File: src/rtl/dmem_access_arbiter_if.sv
// Bundle of the two requester ports and the datamem control lines.
// slave = arbiter side; master = requesters plus the memory model.
interface dmem_access_arbiter_if #(
  parameter int AW = 32,
  parameter int DW = 32
);
  logic          req0;
  logic          rw0;
  logic [AW-1:0] addr0;
  logic [DW-1:0] wdata0;
  logic          gnt0;
  logic          done0;
  logic [DW-1:0] rdata0;

  logic          req1;
  logic          rw1;
  logic [AW-1:0] addr1;
  logic [DW-1:0] wdata1;
  logic          gnt1;
  logic          done1;
  logic [DW-1:0] rdata1;

  logic [AW-1:0] mem_ina;
  logic [DW-1:0] mem_inb;
  logic          mem_enable;
  logic          mem_readwrite;
  logic [DW-1:0] mem_dataout;
  logic          busy;

  modport slave (
    input  req0, rw0, addr0, wdata0, req1, rw1, addr1, wdata1, mem_dataout,
    output gnt0, done0, rdata0, gnt1, done1, rdata1,
           mem_ina, mem_inb, mem_enable, mem_readwrite, busy
  );

  modport master (
    output req0, rw0, addr0, wdata0, req1, rw1, addr1, wdata1, mem_dataout,
    input  gnt0, done0, rdata0, gnt1, done1, rdata1,
           mem_ina, mem_inb, mem_enable, mem_readwrite, busy
  );
endinterface

File: src/rtl/dmem_access_arbiter.sv
// Round-robin arbiter sharing one single-ported data memory between two
// requesters; each access holds mem_enable for MEM_LATENCY cycles.
module dmem_access_arbiter #(
  parameter int AW          = 32,
  parameter int DW          = 32,
  parameter int MEM_LATENCY = 2
) (
  input  logic                   clk,
  input  logic                   rst,
  dmem_access_arbiter_if.slave   bus
);

  typedef enum logic [1:0] {IDLE, ACCESS, RESP} state_t;

  localparam logic [3:0] CNT_INIT = 4'(MEM_LATENCY - 1);

  state_t        state, state_nxt;
  logic [3:0]    cnt, cnt_nxt;
  logic          last_grant, last_grant_nxt;
  logic          cur, cur_nxt;
  logic          pick1;
  logic [AW-1:0] ina, ina_nxt;
  logic [DW-1:0] inb, inb_nxt;
  logic          rw, rw_nxt;
  logic          en, en_nxt;
  logic          gnt0, gnt0_nxt, gnt1, gnt1_nxt;
  logic          done0, done0_nxt, done1, done1_nxt;
  logic [DW-1:0] rdata0, rdata0_nxt, rdata1, rdata1_nxt;
  logic          busy, busy_nxt;

  always_ff @(posedge clk or posedge rst) begin
    if (rst) state <= IDLE;
    else     state <= state_nxt;
  end

  // Every output is a register loaded from its _nxt value, so the comb
  // block below computes the value each output takes in the next state.
  always_comb begin
    state_nxt      = state;
    cnt_nxt        = cnt;
    last_grant_nxt = last_grant;
    cur_nxt        = cur;
    ina_nxt        = ina;
    inb_nxt        = inb;
    rw_nxt         = rw;
    en_nxt         = 1'b0;
    gnt0_nxt       = 1'b0;
    gnt1_nxt       = 1'b0;
    done0_nxt      = 1'b0;
    done1_nxt      = 1'b0;
    rdata0_nxt     = rdata0;
    rdata1_nxt     = rdata1;
    // Port 1 wins when alone, or on a tie when port 0 was served last.
    pick1          = bus.req1 && (!bus.req0 || !last_grant);

    unique case (state)
      IDLE: begin
        if (bus.req0 || bus.req1) begin
          state_nxt = ACCESS;
          cnt_nxt   = CNT_INIT;
          cur_nxt   = pick1;
          en_nxt    = 1'b1;
          ina_nxt   = pick1 ? bus.addr1  : bus.addr0;
          inb_nxt   = pick1 ? bus.wdata1 : bus.wdata0;
          rw_nxt    = pick1 ? bus.rw1    : bus.rw0;
          gnt0_nxt  = !pick1;
          gnt1_nxt  = pick1;
        end
      end
      ACCESS: begin
        if (cnt == 4'd0) begin
          state_nxt      = RESP;
          last_grant_nxt = cur;
          done0_nxt      = !cur;
          done1_nxt      = cur;
          if (!rw) begin
            if (cur) rdata1_nxt = bus.mem_dataout;
            else     rdata0_nxt = bus.mem_dataout;
          end
        end else begin
          cnt_nxt = cnt - 4'd1;
          en_nxt  = 1'b1;
        end
      end
      RESP: begin
        state_nxt = IDLE;
        ina_nxt   = '0;
        inb_nxt   = '0;
        rw_nxt    = 1'b0;
      end
      default: state_nxt = IDLE;
    endcase

    busy_nxt = (state_nxt != IDLE);
  end

  always_ff @(posedge clk or posedge rst) begin
    if (rst) begin
      cnt        <= 4'd0;
      last_grant <= 1'b1;
      cur        <= 1'b0;
      ina        <= '0;
      inb        <= '0;
      rw         <= 1'b0;
      en         <= 1'b0;
      gnt0       <= 1'b0;
      gnt1       <= 1'b0;
      done0      <= 1'b0;
      done1      <= 1'b0;
      rdata0     <= '0;
      rdata1     <= '0;
      busy       <= 1'b0;
    end else begin
      cnt        <= cnt_nxt;
      last_grant <= last_grant_nxt;
      cur        <= cur_nxt;
      ina        <= ina_nxt;
      inb        <= inb_nxt;
      rw         <= rw_nxt;
      en         <= en_nxt;
      gnt0       <= gnt0_nxt;
      gnt1       <= gnt1_nxt;
      done0      <= done0_nxt;
      done1      <= done1_nxt;
      rdata0     <= rdata0_nxt;
      rdata1     <= rdata1_nxt;
      busy       <= busy_nxt;
    end
  end

  assign bus.gnt0          = gnt0;
  assign bus.gnt1          = gnt1;
  assign bus.done0         = done0;
  assign bus.done1         = done1;
  assign bus.rdata0        = rdata0;
  assign bus.rdata1        = rdata1;
  assign bus.mem_ina       = ina;
  assign bus.mem_inb       = inb;
  assign bus.mem_enable    = en;
  assign bus.mem_readwrite = rw;
  assign bus.busy          = busy;

endmodule

File: src/flat_wrapper.sv
// flat-port wrapper written by rule: the top's interface ports become plain ports
module dmem_access_arbiter_flat 
#(
  parameter int AW          = 32,
  parameter int DW          = 32,
  parameter int MEM_LATENCY = 2
)
  (clk, rst, bus_req0, bus_rw0, bus_addr0, bus_wdata0, bus_req1, bus_rw1, bus_addr1, bus_wdata1, bus_mem_dataout, bus_gnt0, bus_done0, bus_rdata0, bus_gnt1, bus_done1, bus_rdata1, bus_mem_ina, bus_mem_inb, bus_mem_enable, bus_mem_readwrite, bus_busy);
  dmem_access_arbiter_if #(.AW(AW), .DW(DW)) bus_i ();
  input  logic clk;
  input  logic rst;
  input wire logic [$bits(bus_i.req0)-1:0] bus_req0;
  input wire logic [$bits(bus_i.rw0)-1:0] bus_rw0;
  input wire logic [$bits(bus_i.addr0)-1:0] bus_addr0;
  input wire logic [$bits(bus_i.wdata0)-1:0] bus_wdata0;
  input wire logic [$bits(bus_i.req1)-1:0] bus_req1;
  input wire logic [$bits(bus_i.rw1)-1:0] bus_rw1;
  input wire logic [$bits(bus_i.addr1)-1:0] bus_addr1;
  input wire logic [$bits(bus_i.wdata1)-1:0] bus_wdata1;
  input wire logic [$bits(bus_i.mem_dataout)-1:0] bus_mem_dataout;
  output wire logic [$bits(bus_i.gnt0)-1:0] bus_gnt0;
  output wire logic [$bits(bus_i.done0)-1:0] bus_done0;
  output wire logic [$bits(bus_i.rdata0)-1:0] bus_rdata0;
  output wire logic [$bits(bus_i.gnt1)-1:0] bus_gnt1;
  output wire logic [$bits(bus_i.done1)-1:0] bus_done1;
  output wire logic [$bits(bus_i.rdata1)-1:0] bus_rdata1;
  output wire logic [$bits(bus_i.mem_ina)-1:0] bus_mem_ina;
  output wire logic [$bits(bus_i.mem_inb)-1:0] bus_mem_inb;
  output wire logic [$bits(bus_i.mem_enable)-1:0] bus_mem_enable;
  output wire logic [$bits(bus_i.mem_readwrite)-1:0] bus_mem_readwrite;
  output wire logic [$bits(bus_i.busy)-1:0] bus_busy;
  assign bus_i.req0 = bus_req0;
  assign bus_i.rw0 = bus_rw0;
  assign bus_i.addr0 = bus_addr0;
  assign bus_i.wdata0 = bus_wdata0;
  assign bus_i.req1 = bus_req1;
  assign bus_i.rw1 = bus_rw1;
  assign bus_i.addr1 = bus_addr1;
  assign bus_i.wdata1 = bus_wdata1;
  assign bus_i.mem_dataout = bus_mem_dataout;
  assign bus_gnt0 = bus_i.gnt0;
  assign bus_done0 = bus_i.done0;
  assign bus_rdata0 = bus_i.rdata0;
  assign bus_gnt1 = bus_i.gnt1;
  assign bus_done1 = bus_i.done1;
  assign bus_rdata1 = bus_i.rdata1;
  assign bus_mem_ina = bus_i.mem_ina;
  assign bus_mem_inb = bus_i.mem_inb;
  assign bus_mem_enable = bus_i.mem_enable;
  assign bus_mem_readwrite = bus_i.mem_readwrite;
  assign bus_busy = bus_i.busy;
  dmem_access_arbiter #(.AW(AW), .DW(DW), .MEM_LATENCY(MEM_LATENCY)) u_core (.clk(clk), .rst(rst), .bus(bus_i));
endmodule
File: config.mk
export PLATFORM = sky130hd
export DESIGN_NAME = dmem_access_arbiter_flat
export DESIGN_NICKNAME = d
export VERILOG_FILES = /design/src/rtl/dmem_access_arbiter_if.sv /design/src/rtl/dmem_access_arbiter.sv /design/src/flat_wrapper.sv
export SDC_FILE = /design/constraint.sdc
export NUM_CORES = 1
export LEC_CHECK = 0
export CAP_MARGIN = 25
export CELL_PAD_IN_SITES_DETAIL_PLACEMENT = 1
export CELL_PAD_IN_SITES_GLOBAL_PLACEMENT = 2
export CORE_UTILIZATION = 28
export CTS_BUF_LIST = sky130_fd_sc_hd__clkbuf_8
export CTS_CLUSTER_DIAMETER = 150
export CTS_CLUSTER_SIZE = 16
export DETAILED_ROUTE_END_ITERATION = 6
export PLACE_DENSITY_LB_ADDON = 0.1
export SYNTH_ARGS = -nofsm -noshare
export SYNTH_HDL_FRONTEND = slang
export SYNTH_SLANG_ARGS = --single-unit
File: constraint.sdc
create_clock -name clk -period 10.2 [get_ports clk]
set_input_delay 2.04 -clock clk [delete_from_list [all_inputs] [get_ports clk]]
set_output_delay 2.04 -clock clk [all_outputs]
set_load 0.005 [all_outputs]
### Word-level counts from Yosys, hierarchy flattened

Index checks and enable logic that the tools add are counted.
W data, S select, Z words.

| storage, ports and cells | value |
|---|---|
| register bits | 143 |
| input port bits | 166 |

| operators by class | value |
|---|---|
| add/sub/neg operators | 1 |
| multiplexer cells | 26 |
| bitwise gates (word level) | 2 |
| reductions and logical operators | 18 |
| eq/ne operators | 4 |

Operators by type and width:

| operator | number |
|---|---|
| $mux W32 | 4 |
| $pmux W32 S2 | 2 |
| $mux W1 | 12 |
| $mux W4 | 2 |
| $pmux W4 S2 | 1 |
| $reduce_and A4 Y1 | 2 |
| $reduce_and A2 Y1 | 3 |
| $reduce_bool A2 Y1 | 3 |
| $logic_not A1 Y1 | 4 |
| $logic_not A4 Y1 | 1 |
| $mux W2 | 2 |
| $pmux W1 S2 | 2 |
| $pmux W2 S2 | 1 |
| $sub A4 B1 Y4 const B | 1 |
| $reduce_and A3 Y1 | 1 |
| $eq A2 B1 Y1 const B | 1 |
| $eq A2 B2 Y1 const B | 1 |
| $logic_not A2 Y1 | 1 |
| $logic_or A1 B1 Y1 | 2 |
| $ne A2 B1 Y1 const B | 1 |
| $ne A2 B2 Y1 const B | 1 |
| $not A1 Y1 | 2 |
| $logic_and A1 B1 Y1 | 1 |

### Longest topological paths before layout

Gate-level depths: netlist (run 1).

| depth | value |
|---|---|
| word-level depth | 6 |
| depth in mapped cells | 7 |

### Worst setup path before layout (run 1)

No wires, ideal clock.

| timing path | value |
|---|---|
| path kind | input to register |
| start point | input port bus_req1 |
| end point | register u_core.ina[11] (netlist: u_core.bus.mem_ina[11]) |
| stages on the path | 5 |
| arrival time | 3150 ps |
| slack | 6984 ps |
| cells stage by stage | nor2b_1 nor4b_2 buf_2 clkbuf_1 a221o_1 |

| on the way | value |
|---|---|
| longest elaborated chain between the ends | 4 |

Ends and longest elaborated chain:

| item | line | source |
|---|---|---|
| from (decl) | flat_wrapper.sv:16 | `input wire logic [$bits(bus_i.req1)-1:0] bus_req1;` |
| $logic_and A1 B1 Y1 | dmem_access_arbiter.sv:54 | `pick1 = bus.req1 && (!bus.req0 \|\| !last_grant);` |
| $mux W32 | dmem_access_arbiter.sv:63 | `ina_nxt = pick1 ? bus.addr1 : bus.addr0;` |
| $mux W32 | dmem_access_arbiter.sv:58 | `if (bus.req0 \|\| bus.req1) begin` |
| $pmux W32 S2 | dmem_access_arbiter.sv:56 | `unique case (state)` |
| to (signal assigned) | dmem_access_arbiter.sv:117 | `ina <= ina_nxt;` |
| to (decl) | dmem_access_arbiter.sv:22 | `logic [AW-1:0] ina, ina_nxt;` |

Parallel ways exist; a longest one is shown, timed or not. The select of a mux whose other input is x is not followed.
A chain may end at the register's enable or synchronous reset.

### Worst setup path in the final report (run 1)

| timing path | value |
|---|---|
| start point | input port bus_req1 |
| end point | register u_core.inb[24] (netlist: u_core.bus.mem_inb[24]) |

| on the way | value |
|---|---|
| longest elaborated chain between the ends | 4 |

Ends and longest elaborated chain:

| item | line | source |
|---|---|---|
| $logic_and A1 B1 Y1 | dmem_access_arbiter.sv:54 |  |
| $mux W32 | dmem_access_arbiter.sv:64 | `inb_nxt = pick1 ? bus.wdata1 : bus.wdata0;` |
| $mux W32 | dmem_access_arbiter.sv:58 |  |
| $pmux W32 S2 | dmem_access_arbiter.sv:56 |  |
| to (signal assigned) | dmem_access_arbiter.sv:118 | `inb <= inb_nxt;` |
| to (decl) | dmem_access_arbiter.sv:23 | `logic [DW-1:0] inb, inb_nxt;` |

Parallel ways exist; a longest one is shown, timed or not. The select of a mux whose other input is x is not followed.

==> results of run 1 <==
## layout make-up
cell class              count  area [µm²]
clock inverters             8         125
flip-flops and latches    143        3580
inverters                   6        27.5
fillers                  2207       11300
multi-input cells         228        2190
well taps                 275         344
repair buffers            307        3070
clock buffers              23         317
## per-stage QoR
stage	instance area (µm²)	utilization, %	hold slack, ns	setup WS (ns)
finish	9650	46.1	0.489	6.64
global route	9650	46.1	0.526	6.51
CTS	9650	46.1	0.494	6.63
detailed placement	9210	44.0	0.475	6.18
global placement	9190	43.9	0.470	5.99
floorplan	5980	-	0.480	4.32
## report_power, final
group	switching [mW]	internal, mW
clock network	0.220	0.281
registers	0.176	0.842
logic	0.424	0.819
## logic make-up after synthesis
logic type | synth area share, %
flip-flops | 59.9
AND/OR/NAND/NOR | 9.75
AO/OA/AOI/OAI | 11.8
multiplexers | 14.5
buffers and inverters | 3.93
adder cells (fa/ha/maj) | 0.209
## worst max-delay path, cell delays in order
cell	delay (ns)
clkdlybuf4s50_1	0.49
nor2b_1	0.19
nor4b_4	0.20
buf_4	0.64
a221o_1	0.29
## flip-flops by register name, summed over array words and instances, names as in the netlist
register,cells
u_core.bus.gnt1,1
u_core.cnt,4
u_core.bus.done0,1
u_core.last_grant,1
u_core.bus.rdata1,32
u_core.bus.done1,1
u_core.bus.mem_enable,1
u_core.bus.rdata0,32
u_core.bus.mem_inb,32
u_core.bus.mem_ina,32
u_core.bus.gnt0,1
u_core.bus.busy,1
u_core.bus.mem_readwrite,1
u_core.state,2
u_core.cur,1
## layer usage
layer / global-route usage, % / wire, µm / share of wire [%] / vias up
met2: 30.8 / 9680 / 49 / 217
met1: 22.8 / 8360 / 42 / 2389
met5: 0 / 0 / 0 / -
met4: 6.44 / 405 / 2.0 / 0
li1: - / - / - / 2159
met3: 5.61 / 1440 / 7.3 / 28
## synth_stat cells, types with 2 or more instances
master / instances
nor3b_1: 2
mux2_1: 3
buf_12: 3
mux2i_1: 2
nor2b_1: 2
a21oi_1: 2
mux2_2: 32
and2_1: 2
o31ai_1: 2
mux2_4: 30
buf_6: 2
and3_1: 65
a221o_1: 65
nor3_1: 4
clkbuf_1: 27
inv_1: 6
buf_2: 5
dfrtp_1: 142
nor2_1: 3
## worst paths after layout
check	start	to	slack, ns
worst min register to register	u_core.bus.rdata1[30]	u_core.bus.rdata1[30]	0.49
max in group asynchronous	rst	u_core.bus.mem_inb[29]	6.84
min in group asynchronous	rst	u_core.bus.rdata1[20]	2.10
worst max-delay path	bus_req1	u_core.bus.mem_inb[24]	6.64
worst min-delay path	u_core.bus.rdata1[30]	u_core.bus.rdata1[30]	0.49
worst max register to register	u_core.cnt[0]	u_core.bus.rdata0[13]	7.95
==> flow_summary_export.csv, run 1 <==
group,metric,value,unit
global_route,grt_overflow,0,
critical_path,cp.required,10.58,ns
synth,avgSynthCellArea,14.4,µm²
finish,insertedDiodeCount,0,
placement,hpwl,13.7,mm
drt,initialDrtViolationCount,192,
drt,remaining_drc_errors,0,
die,die_area,21900,µm²
clocking,cts_tree,"built",
die,initial_core_util,28.5,%
clocking,clk_latency,0.45,ns
synth,yosysUniqueCellTypes,35,
critical_path,critPathKind,"in -> reg",
placement,place_inst,959,
finish,instances_no_fill,990,
synth,synth_seq_cells,143,
clocking,clock-root-buffer,"clkbuf_8",
drt,ant_nets,0,
die,io_pins,301,
sta,fin_setup_tns,0,ns
sta,max_clock_freq,281,MHz
clocking,post_cts_resized,0,
sta,hold_viol_final,0,
synth,ys_seq_area_share,59.9,%
die,fp-row-count,53,
critical_path,cp_max_fo,67,
sta,setup_viol,0,
global_route,grt_pass1_wl,30.8,mm
finish,final_cell_mix,"300 x clkdlybuf4s50_1, 142 x dfrtp_1, 65 x and3_1, 65 x a221o_1, 32 x mux2_2",
finish,fin_nets,870,
global_route,grt_max_degree,89,
synth,synth_fp_nets,582,
clocking,cts_hold_buf,0,
power,power.total,2.76,mW
critical_path,arrival,3.94,ns
synth,ys_top_cells_by_area,"dfrtp_1 59%, a221o_1 11%, mux2_4 7.5%, and3_1 6.8%, mux2_2 6.0%",
clocking,htree_levels,4,
clocking,cts.sinks,143,
critical_path,reg2reg_depth,5,
critical_path,critPathCaptureType,"flip-flop",
clocking,clk_pin_slew,0.08,ns
status,status,"finished clean",
global_route,antenna_found_initial,0,
die,core_area,21000,µm²
synth,synthFlopType,"dfrtp_1",
clocking,clock_path_buffers,2,
power,power_leakage,4.32,nW
placement,gp_congestion,0.738,
sta,rsz0062_at_grt,"no",
sta,fin_crit_sh,34.9,%
global_route,grt_pass1_vias,5351,
drt,first_pass_iters,4,
critical_path,startpoint_type,"input pin",
synth,synthCells,415,
sta,relSlewSlack,45.5,%
synth,synth_warnings,0,
drt,vias,4793,
clocking,postCtsSetupRepairBufs,0,
sta,worstMarginPinSlew,0.817,ns
sta,slew_violations,0,
synth,yosysTopAreaCell,"dfrtp_1",
power,ir_drop,86.0,µV
die,die_h,148,µm
finish,areaGrowthSynthToFinish,61.5,%
global_route,grtUsageTotal,18.5,%
finish,mostFrequentLayoutCell,"clkdlybuf4s50_1",
die,die_w,148,µm
synth,syn-cell-area,5980,µm²
finish,layout-drive-gt1-share,15.4,%
min_path,hold_class,"reg -> reg",
drt,wl_per_cell,20.1,µm
synth,synthArstFlopShare,100,%
synth,synth_top_cell_area_share,59.4,%
flow_run,maxCapViolations,0,
min_path,holdPathStages,1,
drt,routed_wl,19.9,mm
sta,skew,0.0122,ns
power,p_per_area,286,nW/µm²
sta,post-route-min-period,3.56,ns
clocking,cts_buffers,17,
drt,vias_per_cell,4.84,
synth,synth_edf_count,0,
placement,portBuffers,300,
(Power assumes the default switching activity.)
==> inputs of run 2 (changes only) <==
Settings changed: CORE_UTILIZATION 28 to 23.
Clock period 10.2 ns to 2.9 ns, I/O delays scaled along.
==> flow_summary_export.csv, run 2 (synthesis gave the netlist of run 1 again) <==
group,metric,value,unit
status,status,"finished clean",
global_route,grt_overflow,0,
clocking,htree_levels,4,
critical_path,cp.required,3.21,ns
sta,worstMarginPinSlew,0.807,ns
finish,fillers,2658,
clocking,post_cts_resized,0,
die,io_pins,301,
critical_path,critPathSlowestCell,"or4_4",
critical_path,critPathCaptureType,"flip-flop",
power,p_per_area,1010,nW/µm²
sta,relSlewSlack,46.2,%
finish,final_cell_mix,"300 x clkdlybuf4s50_1, 142 x dfrtp_1, 65 x and3_1, 65 x a221o_1, 32 x mux2_2",
global_route,grt_max_degree,144,
critical_path,worstReg2RegStart,"u_core.cnt[0]",
clocking,clk_pin_slew,0.08,ns
finish,mostFrequentLayoutCell,"clkdlybuf4s50_1",
sta,post-route-min-period,2.26,ns
drt,first_pass_iters,4,
finish,finalInstanceArea,9760,µm²
global_route,grtUsageTotal,15.8,%
critical_path,arrival,2.57,ns
sta,setup_viol,0,
sta,rsz0062_at_grt,"no",
min_path,holdPathStages,1,
drt,routed_wl,20.8,mm
placement,gp_congestion,0.721,
die,initial_core_util,23.6,%
critical_path,reg2reg_depth,5,
power,power_leakage,4.34,nW
clocking,cts_tree,"built",
clocking,cts_hold_buf,0,
sta,fin_setup_tns,0,ns
critical_path,crit_family,"simple AND/OR/NAND/NOR gates",
drt,ant_nets,0,
flow_run,maxCapViolations,0,
sta,hold_viol_final,0,
die,core_area,25300,µm²
sta,skew,0.0178,ns
die,fp-row-count,58,
clocking,clk_latency,0.44,ns
placement,hpwl,14.4,mm
placement,dpl-instance-area,9310,µm²
clocking,cts.sinks,143,
clocking,clock-root-buffer,"clkbuf_8",
critical_path,startpoint_type,"flip-flop",
drt,vias,4826,
critical_path,cp_max_fo,32,
critical_path,cp_slowest_stage_delay,0.77,ns
drt,vias_per_cell,4.60,
power,ir_drop,358,µV
clocking,cts_buffers,17,
placement,portBuffers,300,
finish,layout-drive-gt1-share,15.8,%
finish,fin_nets,874,
min_path,hold_class,"reg -> reg",
power,power.total,9.82,mW
drt,initialDrtViolationCount,215,
min_path,holdPathEnd,"u_core.bus.rdata1[30]",
sta,fin_crit_sh,78.0,%
critical_path,r2r-end,"u_core.bus.rdata0[12]",
die,die_area,26600,µm²
critical_path,r2r_slack,0.64,ns
sta,max_clock_freq,442,MHz
global_route,grt_pass1_vias,5338,
critical_path,path_buf_inv,1,
global_route,grt_pass1_wl,31.8,mm
global_route,antenna_found_initial,0,
critical_path,critPathKind,"reg -> reg",
die,die_w,163,µm
finish,areaGrowthSynthToFinish,63.3,%
finish,instances_no_fill,1050,
finish,insertedDiodeCount,0,
clocking,postCtsSetupRepairBufs,0,
sta,slew_violations,0,
placement,place_inst,1018,
clocking,clock_path_buffers,2,
critical_path,path_cells,"inv_1 > ha_1 > nand4bb_4 > or4_4 > mux2_4",
drt,wl_per_cell,19.8,µm
min_path,min_from,"u_core.bus.rdata1[30]",
die,die_h,163,µm
drt,remaining_drc_errors,0,
[run 2: cell count changes in the layout (fill, tap and decap cells not counted), sizes merged]
cell / before / now
clkbuf: 23 / 18
bufinv: 3 / 4
inv: 8 / 10
clkinv: 2 / 4
clkinvlp: 1 / 2
buf: 7 / 11
[run 2: cell type report]
class / count / area (µm²) / share of cell area, %
clock inverter: 14 / 206 / 2.11
multi-input combinational: 228 / 2190 / 22.5
inverter: 6 / 26.3 / 0.269
clock buffer: 18 / 248 / 2.54
timing repair buffer: 311 / 3100 / 31.7
sequential: 143 / 3580 / 36.7
tap: 330 / 413 / 4.23
[run 2: how the worst max path moves through the flow]
stage	end	start	cells past startpoint	slack (ns)
final	u_core.bus.rdata0[12]	u_core.cnt[0]	5	0.64
after global routing	u_core.bus.rdata1[12]	u_core.cnt[0]	6	0.49
after CTS	u_core.bus.rdata0[12]	u_core.cnt[0]	5	0.61
after detailed placement	u_core.bus.mem_ina[3]	bus_req1	5	0.60
after global placement	u_core.bus.rdata0[7]	u_core.cnt[0]	5	0.67
after floorplan	u_core.bus.busy	rst	1	0.53
[run 2: routing by layer]
layer / wire [µm] / up-vias / track usage (%)
met2: 9760 / 214 / 25.2
li1: - / 2169 / -
met5: 0 / - / 0
met3: 1900 / 10 / 6.48
met4: 173 / 0 / 3.74
met1: 8990 / 2433 / 19.8
[run 2: stage by stage]
step / utilization [%] / setup WS (ns) / hold WS, ns
2_1_floorplan: - / 0.530 / 0.480
3_3_place_gp: 36.8 / 0.668 / 0.469
3_5_place_dp: 36.8 / 0.600 / 0.478
4_1_cts: 38.6 / 0.610 / 0.499
5_1_grt: 38.6 / 0.487 / 0.508
6_report: 38.6 / 0.637 / 0.494
[run 2: power by group]
part	switching, mW	internal [mW]
combinational	1.53	2.89
sequential	0.619	2.96
clock	0.841	0.981
total	2.99	6.83
